**src/rtl/vga_sync_decoder.sv**
```systemverilog
// vga_sync_decoder: receive-side monitor for the on-chip VGA stream.
// Registers the sync/colour inputs, locks a horizontal and vertical position
// counter onto the sync edges, and presents each sample one clock later with
// its coordinates, a visible-pixel flag and lock/error status.
//
// Build option: define VGA_SYNC_DECODER_CHECKSUM_EN to add frame_checksum, a
// 16-bit wrapping sum of {red,green,blue} over the visible pixels of the
// previous frame. It is latched on each frame_start.
//
// FSM: SEARCH -> HTRACK on an hsync fall.
//      HTRACK -> LOCKED on a vsync fall.
//      HTRACK -> SEARCH on a horizontal mismatch, without counting an error.
//      LOCKED -> SEARCH on any violation, counting an error.
// state_dbg exposes the state encoding.
module vga_sync_decoder #(
  parameter int rows_total        = 525,
  parameter int rows_vsync        = 2,
  parameter int rows_back         = 33,
  parameter int rows_front        = 10,
  parameter int pixels_total      = 800,
  parameter int pixels_hsync      = 96,
  parameter int pixels_back       = 48,
  parameter int pixels_front      = 16,
  parameter int error_count_width = 8
) (
  input  logic                           clock,
  input  logic                           reset,
  input  logic                           vga_hsync,
  input  logic                           vga_vsync,
  input  logic [3:0]                     vga_red,
  input  logic [3:0]                     vga_green,
  input  logic [3:0]                     vga_blue,
  input  logic                           error_clear,
  output logic [$clog2(pixels_total)-1:0] pixel_x,
  output logic [$clog2(rows_total)-1:0]  pixel_y,
  output logic                           pixel_valid,
  output logic [3:0]                     pixel_red,
  output logic [3:0]                     pixel_green,
  output logic [3:0]                     pixel_blue,
  output logic                           frame_start,
  output logic                           locked,
  output logic                           sync_error,
  output logic [error_count_width-1:0]   error_count,
`ifdef VGA_SYNC_DECODER_CHECKSUM_EN
  output logic [15:0]                    frame_checksum,
`endif
  output logic [1:0]                     state_dbg
);

  localparam int HW   = $clog2(pixels_total);
  localparam int VW   = $clog2(rows_total);
  localparam int HVIS = pixels_total - pixels_hsync - pixels_back - pixels_front;
  localparam int VVIS = rows_total - rows_vsync - rows_back - rows_front;

  localparam logic [HW-1:0] H_LAST     = HW'(pixels_total - 1);
  localparam logic [HW-1:0] H_VIS      = HW'(HVIS);
  localparam logic [HW-1:0] H_HS_START = HW'(HVIS + pixels_front);
  localparam logic [HW-1:0] H_HS_NEXT  = HW'(HVIS + pixels_front + 1);
  localparam logic [HW-1:0] H_HS_END   = HW'(HVIS + pixels_front + pixels_hsync);
  localparam logic [VW-1:0] V_LAST     = VW'(rows_total - 1);
  localparam logic [VW-1:0] V_VIS      = VW'(VVIS);
  localparam logic [VW-1:0] V_VS_START = VW'(VVIS + rows_front);
  localparam logic [VW-1:0] V_VS_NEXT  = VW'(VVIS + rows_front + 1);
  localparam logic [VW-1:0] V_VS_END   = VW'(VVIS + rows_front + rows_vsync);

  typedef enum logic [1:0] {
    S_SEARCH = 2'd0,
    S_HTRACK = 2'd1,
    S_LOCKED = 2'd2
  } state_t;

  state_t                 state_q, state_d;
  logic                   hs_q, vs_q;
  logic [HW-1:0]          h_q, h_d, h_inc;
  logic [VW-1:0]          v_q, v_d, v_cur, v_inc;
  logic                   vfell_q, vfell_d;
  logic                   hs_fall, hs_rise, vs_fall, vs_rise;
  logic                   h_wrap, h_bad, v_bad, v_enter, viol;
  logic                   lock_d, valid_d, fs_d;

  logic [HW-1:0]          pixel_x_q;
  logic [VW-1:0]          pixel_y_q;
  logic [3:0]             pixel_red_q, pixel_green_q, pixel_blue_q;
  logic                   pixel_valid_q, frame_start_q, locked_q, sync_error_q;
  logic [error_count_width-1:0] error_count_q;

  // Edge detection, position prediction, timing checks and next-state decode.
  // h_q/v_q hold the predicted position of the sample on the inputs this cycle.
  always_comb begin
    hs_fall = hs_q & ~vga_hsync;
    hs_rise = ~hs_q & vga_hsync;
    vs_fall = vs_q & ~vga_vsync;
    vs_rise = ~vs_q & vga_vsync;

    h_wrap = (h_q == H_LAST);
    h_inc  = h_wrap ? '0 : h_q + 1'b1;
    // A vsync fall while tracking pins the current line to the vsync start line.
    v_cur  = (state_q == S_HTRACK && vs_fall) ? V_VS_START : v_q;
    v_inc  = h_wrap ? ((v_cur == V_LAST) ? '0 : v_cur + 1'b1) : v_cur;

    h_bad   = (hs_fall && h_q != H_HS_START) ||
              (hs_rise && h_q != H_HS_END) ||
              (h_q == H_HS_START && !hs_fall);
    v_enter = (h_q == '0) && (v_q == V_VS_NEXT);
    v_bad   = (vs_fall && v_q != V_VS_START) ||
              (vs_rise && v_q != V_VS_END) ||
              (v_enter && !vfell_q);

    state_d = state_q;
    h_d     = h_q;
    v_d     = v_q;
    vfell_d = vfell_q;
    viol    = 1'b0;
    unique case (state_q)
      S_SEARCH: begin
        // The falling sample itself sits at hs_start, so count on from there.
        if (hs_fall) begin
          state_d = S_HTRACK;
          h_d     = H_HS_NEXT;
        end
      end
      S_HTRACK: begin
        h_d = h_inc;
        v_d = v_inc;
        if (h_bad) begin
          state_d = S_SEARCH;
        end else if (vs_fall) begin
          state_d = S_LOCKED;
          vfell_d = 1'b1;
        end
      end
      S_LOCKED: begin
        h_d = h_inc;
        v_d = v_inc;
        if (vs_fall) vfell_d = 1'b1;
        if (v_enter) vfell_d = 1'b0;
        if (h_bad || v_bad) begin
          viol    = 1'b1;
          state_d = S_SEARCH;
        end
      end
      default: state_d = S_SEARCH;
    endcase

    lock_d  = (state_d == S_LOCKED);
    valid_d = lock_d && (h_q < H_VIS) && (v_cur < V_VIS);
    fs_d    = lock_d && (h_q == '0) && (v_cur == '0);
  end

  // State, counters, input register stage and all registered outputs.
  always_ff @(posedge clock or negedge reset) begin
    if (!reset) begin
      state_q       <= S_SEARCH;
      hs_q          <= 1'b1;
      vs_q          <= 1'b1;
      h_q           <= '0;
      v_q           <= '0;
      vfell_q       <= 1'b0;
      pixel_x_q     <= '0;
      pixel_y_q     <= '0;
      pixel_red_q   <= '0;
      pixel_green_q <= '0;
      pixel_blue_q  <= '0;
      pixel_valid_q <= 1'b0;
      frame_start_q <= 1'b0;
      locked_q      <= 1'b0;
      sync_error_q  <= 1'b0;
      error_count_q <= '0;
    end else begin
      state_q       <= state_d;
      hs_q          <= vga_hsync;
      vs_q          <= vga_vsync;
      h_q           <= h_d;
      v_q           <= v_d;
      vfell_q       <= vfell_d;
      pixel_x_q     <= h_q;
      pixel_y_q     <= v_cur;
      pixel_red_q   <= vga_red;
      pixel_green_q <= vga_green;
      pixel_blue_q  <= vga_blue;
      pixel_valid_q <= valid_d;
      frame_start_q <= fs_d;
      locked_q      <= lock_d;
      // A clear wins over a violation in the same cycle.
      if (error_clear) begin
        sync_error_q  <= 1'b0;
        error_count_q <= '0;
      end else if (viol) begin
        sync_error_q <= 1'b1;
        if (error_count_q != '1) error_count_q <= error_count_q + 1'b1;
      end
    end
  end

`ifdef VGA_SYNC_DECODER_CHECKSUM_EN
  logic [15:0] acc_q, checksum_q;

  // Per-frame colour sum; the frame_start sample opens the new sum.
  always_ff @(posedge clock or negedge reset) begin
    if (!reset) begin
      acc_q      <= '0;
      checksum_q <= '0;
    end else if (fs_d) begin
      checksum_q <= acc_q;
      acc_q      <= {4'b0, vga_red, vga_green, vga_blue};
    end else if (valid_d) begin
      acc_q      <= acc_q + {4'b0, vga_red, vga_green, vga_blue};
    end
  end

  assign frame_checksum = checksum_q;
`endif

  assign pixel_x     = pixel_x_q;
  assign pixel_y     = pixel_y_q;
  assign pixel_valid = pixel_valid_q;
  assign pixel_red   = pixel_red_q;
  assign pixel_green = pixel_green_q;
  assign pixel_blue  = pixel_blue_q;
  assign frame_start = frame_start_q;
  assign locked      = locked_q;
  assign sync_error  = sync_error_q;
  assign error_count = error_count_q;
  assign state_dbg   = state_q;

endmodule

```
**config.mk**
```make
export PLATFORM = sky130hd
export DESIGN_NAME = vga_sync_decoder
export DESIGN_NICKNAME = d
export VERILOG_FILES = /design/src/rtl/vga_sync_decoder.sv
export SDC_FILE = /design/constraint.sdc
export NUM_CORES = 1
export LEC_CHECK = 0
export CORE_ASPECT_RATIO = 1.25
export CORE_UTILIZATION = 35
export DETAILED_ROUTE_END_ITERATION = 16
export GPL_ROUTABILITY_DRIVEN = 0
export PLACE_DENSITY = 0.68
export SYNTH_ARGS = -nofsm -noshare
export SYNTH_HDL_FRONTEND = slang
export SYNTH_SLANG_ARGS = --single-unit
```
**constraint.sdc**
```tcl
create_clock -name clock -period 2 [get_ports clock]
set_input_delay 0.3 -clock clock [delete_from_list [all_inputs] [get_ports clock]]
set_output_delay 0.3 -clock clock [all_outputs]
set_load 0.1 [all_outputs]
```
* Word level (Yosys, flattened, before mapping)
Index checks and enable logic that the tools add are counted.
Storage, ports and cells: flip-flop bits (word level) 69, latch bits 0, RAM bits 0, memory bits (read-only) 0, bits of input ports 17, logic and storage cells 95, memories 0
Operators by class: add/sub/neg operators 3, multipliers 0, divide/modulo/power cells 0, $lt $le $gt $ge 2, eq/ne operators 14, shifts and indexed selects 0, muxes and demuxes 22, bitwise gates (word level) 8, reduce and logical (&&, ||, !) cells 30
Operator list (count):
- 2-to-1 mux 10 bit | 5
- equality test 10 bit, second input constant | 3
- 2-to-1 mux 8 bit | 3
- adder 10 x 1 -> 10 bit, second input constant | 2
- logical NOT 10 bit | 2
- != test 10 bit, second input constant | 2
- != test 10 x 9 -> 1 bit, second input constant | 2
- one-hot mux 10 bit (2 select lines) | 1
- logical AND 1 bit | 12
- equality test 10 x 9 -> 1 bit, second input constant | 1
- less-than comparator 10 bit, second input constant | 1
- less-than comparator 10 x 9 -> 1 bit, second input constant | 1
- adder 8 x 1 -> 8 bit, second input constant | 1
- 2-to-1 mux 2 bit | 4
- != test 8 bit, second input constant | 1
- nonzero test 2 bit | 4
- 2-to-1 mux 1 bit | 7
- one-hot mux 2 bit (3 select lines) | 1
- AND reduction 2 bit | 3
- logical OR 1 bit | 5
- bitwise AND 1 bit | 4
- equality test 2 bit, second input constant | 2
- != test 2 bit, second input constant | 2
- NOT 1 bit | 4
- 5 further kinds | 6

* Logic depth before layout (Yosys ltp)
depth in word-level cells 11, mapped depth 12, depth with buffers taken out 12

* Worst setup path after synthesis
OpenSTA, ideal clock, no wires.
path kind register to register, start register state_q[1] (netlist: state_dbg[1]), end register v_q[7], setup time 121 ps, arrival 2814 ps, path slack -935 ps, cell stages (with the launch flop) 13, period minus slack after synthesis 2935 ps, path through dfrtp_1 > inv_1 > ha_1 > nand3b_1 > nand2b_1 > inv_1 > ha_1 > nor2b_1 > nand3_1 > o21ai_0 > nand2_1 > a21bo_1 > a22o_1
Between the ends: word-level cells in the longest chain between the ends 6, elaborated cells between the ends (all ways) 9, classes of those cells 1 x add/sub; 3 x eq/ne; 3 x mux; 2 x reduce/logical
Ends and longest elaborated chain:
- start: declaration | RTL line 72 | state_t state_q, state_d;
- start signal: assignment | RTL line 170 | state_q <= state_d;
- equality test 2 x 1 -> 1 bit (*) | RTL line 98 | v_cur = (state_q == S_HTRACK && vs_fall) ? V_VS_START : v_q;
- logical AND 1 bit (*) | RTL line 98
- 2-to-1 mux 10 bit (*) | RTL line 98
- named net v_cur[1] | RTL line 75 | logic [VW-1:0] v_q, v_d, v_cur, v_inc;
- adder 10 x 1 -> 10 bit or equality test 10 bit (tied branches) | RTL line 99 | v_inc = h_wrap ? ((v_cur == V_LAST) ? '0 : v_cur + 1'b1) : v_cur;
- 2-to-1 mux 10 bit (*) (2 in a row) | RTL line 99
- end signal: assignment | RTL line 174 | v_q <= v_d;
- end: declaration | RTL line 75
The timed path passes the listed nets; every way through them passes the cells marked *. A chain may end at the register's enable or synchronous reset.

* Final worst setup path
start register state_q[1] (netlist: state_dbg[1]), end register v_q[7]
Between the ends: word-level cells in the longest chain between the ends 6, elaborated cells between the ends (all ways) 9, classes of those cells 1 x add/sub; 3 x eq/ne; 3 x mux; 2 x reduce/logical
Ends and longest elaborated chain (RTL line):
- equality test 2 x 1 -> 1 bit | 98, 114
- logical AND 1 bit | 98
- 2-to-1 mux 10 bit | 98
- adder 10 x 1 -> 10 bit or equality test 10 bit (tied branches) | 99
- 2-to-1 mux 10 bit (2 in a row) | 99
Several ways; a longest one is shown, not always the timed one.

==> reports/metrics.cfg <==
[run_status]
status=complete, but fails checks
violations=setup timing

[min_path]
holdCritPathClass=in2reg

[clocking]
clk_latency_ns=0.36
clk_path_buf_depth=2
cts.sinks=69
cts_tree=built
clk_pin_slew_ns=0.07
numCtsBuffers=9
htreeDepth=3
clockRootBuffer=clkbuf_8

[floorplanning]
die_width_um=88.1
die_h_um=110
start_util_pct=36.7
io-pin-count=63
row_count=38
dieArea_um2=9670
core_area_um2=8840

[sta]
period_needed_ns=2.15
worstMarginPinSlew_ns=0.464
slew_viol_final=0
timing.final.ws_setup_ns=-0.154
whs_ns=0.381
rsz0062_at_grt=true
max_freq_ghz=0.464
setup-violations-final=23
slew_headroom_pct=68.8
hold_viol_final=0
min_period_over_period_pct=108
clock-skew-final_ns=0.0116
tns_ns=-1.72

[global_routing]
grt_pass1_wl_mm=13.8
grt_overflow=0
grt_max_degree=38
grt_pass1_vias=2907
grt_usage_pct=18.8
antenna_found_initial=0

[drt]
wirelength_mm=8.74
wl_per_cell_um=15.1
ant_nets=0
drc=0
via_per_inst=5.14
vias=2979
firstDrtPassIters=4
drt_iter0_drc=98

[power]
power.density_nw_per_um2=1280
power_leakage_nw=2.36
vdd_drop_max_mv=0.790

[setup_path]
cp_num_buf_inv=1
critPathRequiredTime_ns=2.24
worst_setup_path_end_kind=flop
critPathMaxFanout=4
cp-start-kind=flop
crit_type=reg2reg
critical-path-top-delay-family=simple AND/OR/NAND/NOR gates
worstPathCellList=inv_4 > ha_4 > nand3b_1 > nand2_1 > ha_2 > nor2b_4 > nand3_4 > o21ai_2 > nand2_2 > a21bo_1 > a22o_1
worstPathArrival_ns=2.40
cp_slowest_cell=dfrtp_4
slowest_delay_ns=0.49

[placed_design]
dp_hpwl_mm=5.96
portBuffers=62

[job]
drv_cap=0

[yosys]
synthMuxAreaShare_pct=1.43
yosysWarnings=0
ys.flop_type=dfrtp_1
synth-edff-count=0
synth_area_leaders=dfrtp_1 (52%), ha_1 (3.5%), o21ai_0 (3.4%)
syn-num-nets=336
synth_top_area_cell=dfrtp_1
synthAdderAreaFrac_pct=3.47
synth_compound_area_share_pct=14.8
synthXorXnorAreaFrac_pct=1.08
synth-async-reset-ratio_pct=100
synth_simple_gate_area_share_pct=22.9
ys_seq_area_share_pct=53.3
synth_top_family_by_area=simple AND/OR/NAND/NOR gates
yosys_register_bits=69
synthCells=310
synth_top_area_share_pct=51.6
synth.avg_cell_area_um2=10.5
synth.distinct_cells=57
synth_area_um2=3250

[finish]
syn_to_final_growth_pct=56.7
final_nets=481
drive_gt1_share_pct=45.7
antenna_cells=0

-- through the flow --
step	cell area (um2)	std cells	power (mW)	worst slack (ns)	util, %
detailed placement	4440	550	4.74	-0.314	50.2
global placement	4440	550	4.70	-0.290	50.2
floorplan	3290	310	3.64	-0.270	-
CTS	4820	575	6.24	-0.149	54.5
global route	5090	580	6.86	-0.238	57.5
finish	5090	580	6.53	-0.154	57.5
-- cell type report --
type | instances | area (um2)
clock buffers | 12 | 145
clock inverters | 4 | 95.1
fillers | 792 | 3760
inverters | 15 | 58.8
multi-input cells | 215 | 1730
flip-flops and latches | 69 | 1740
well taps | 120 | 150
repair buffers | 145 | 1170
-- layout by cell type, fill, tap and decap left out, types with 4 or more instances in the layout --
master / count
clkbuf_8: 10
and2_1: 5
nand4_1: 8
nor2_1: 16
o21ai_2: 5
o21ai_0: 14
and3_1: 13
buf_6: 8
a211oi_2: 4
buf_4: 119
clkdlybuf4s50_1: 15
nand3_1: 10
dfrtp_1: 59
a31oi_1: 4
a21oi_1: 7
ha_1: 4
o21ai_1: 5
nand2_1: 24
nand2b_1: 9
dfrtp_2: 6
inv_1: 14
nor2b_1: 7
-- flip-flops by register name, summed over array words and instances, names as in the netlist --
name,count
pixel_x,10
v_q,10
pixel_valid,1
pixel_y,10
vfell_q,1
state_dbg,2
h_q,10
sync_error,1
frame_start,1
error_count,8
hs_q,1
pixel_red,4
vs_q,1
pixel_blue,4
pixel_green,4
locked,1
-- cells in the mapped netlist, types with 2 or more instances --
library cell   n
nor4_1         4
o31ai_1        5
a21bo_1        2
nand2b_1       9
nor2_1        16
nand3b_1       2
clkbuf_1       9
xor2_1         2
mux2i_1        2
a311oi_1       2
nand2_1       28
a211oi_1       4
inv_1         15
ha_1           9
nand3_1       14
a41oi_1        3
a22o_1         2
and3_1        15
buf_2          2
nor3_1         5
xnor2_1        2
o21ai_1        2
a211oi_2       2
dfrtp_1       67
o21ai_0       22
nor2b_1        8
dfstp_2        2
a21oi_1       10
a31oi_1        5
and2_1         6
nand4_1        8
-- metal layers --
| metal | wire [um] | GRT usage, % | part of all wire [%] |
|---|---|---|---|
| met5 | 0 | 0 | 0 |
| met1 | 3520 | 21.8 | 40 |
| met4 | 223 | 8.87 | 2.6 |
| met3 | 365 | 4.65 | 4.2 |
| met2 | 4630 | 32.2 | 53 |
-- repair_timing --
action                                  CTS  global route
pin swaps                                20            19
resized for setup                        15            51
hold buffers                              1             0
endpoints found under the setup margin   20            30
buffers inserted                          8             8
hold endpoints to repair                 12             0
-- cell families (layout without fill, tap and decap cells) --
logic type                 count (synthesis)  in the layout
and+or+nand+nor                          127            127
buffers and inverters                     26            176
adders and majority gates                  9              9
DFF                                       69             69
AOI/OAI and AO/OA                         71             71
xor gates and xnor gates                   4              4
muxes                                      4              4
-- report_power, final --
group / leakage [nW] / switching, mW / internal [mW]
clock network: 0.121 / 0.527 / 0.862
logic: 1.39 / 2.10 / 1.28
registers: 0.851 / 0.134 / 1.62
-- worst paths after layout --
kind / start / to / slack [ns] / cells past startpoint
setup / recovery: state_dbg[1] / v_q[7] / -0.15 / 11
hold / removal: vga_red[1] / pixel_red[1] / 0.38 / 1
setup reg to reg: state_dbg[1] / v_q[7] / -0.15 / 11
hold reg to reg: h_q[1] / pixel_x[1] / 0.50 / 1
max in group asynchronous: reset / hs_q / 0.98 / 3
min in group asynchronous: reset / error_count[1] / 0.39 / 2
Note: power is estimated with default switching activity, not from simulation.
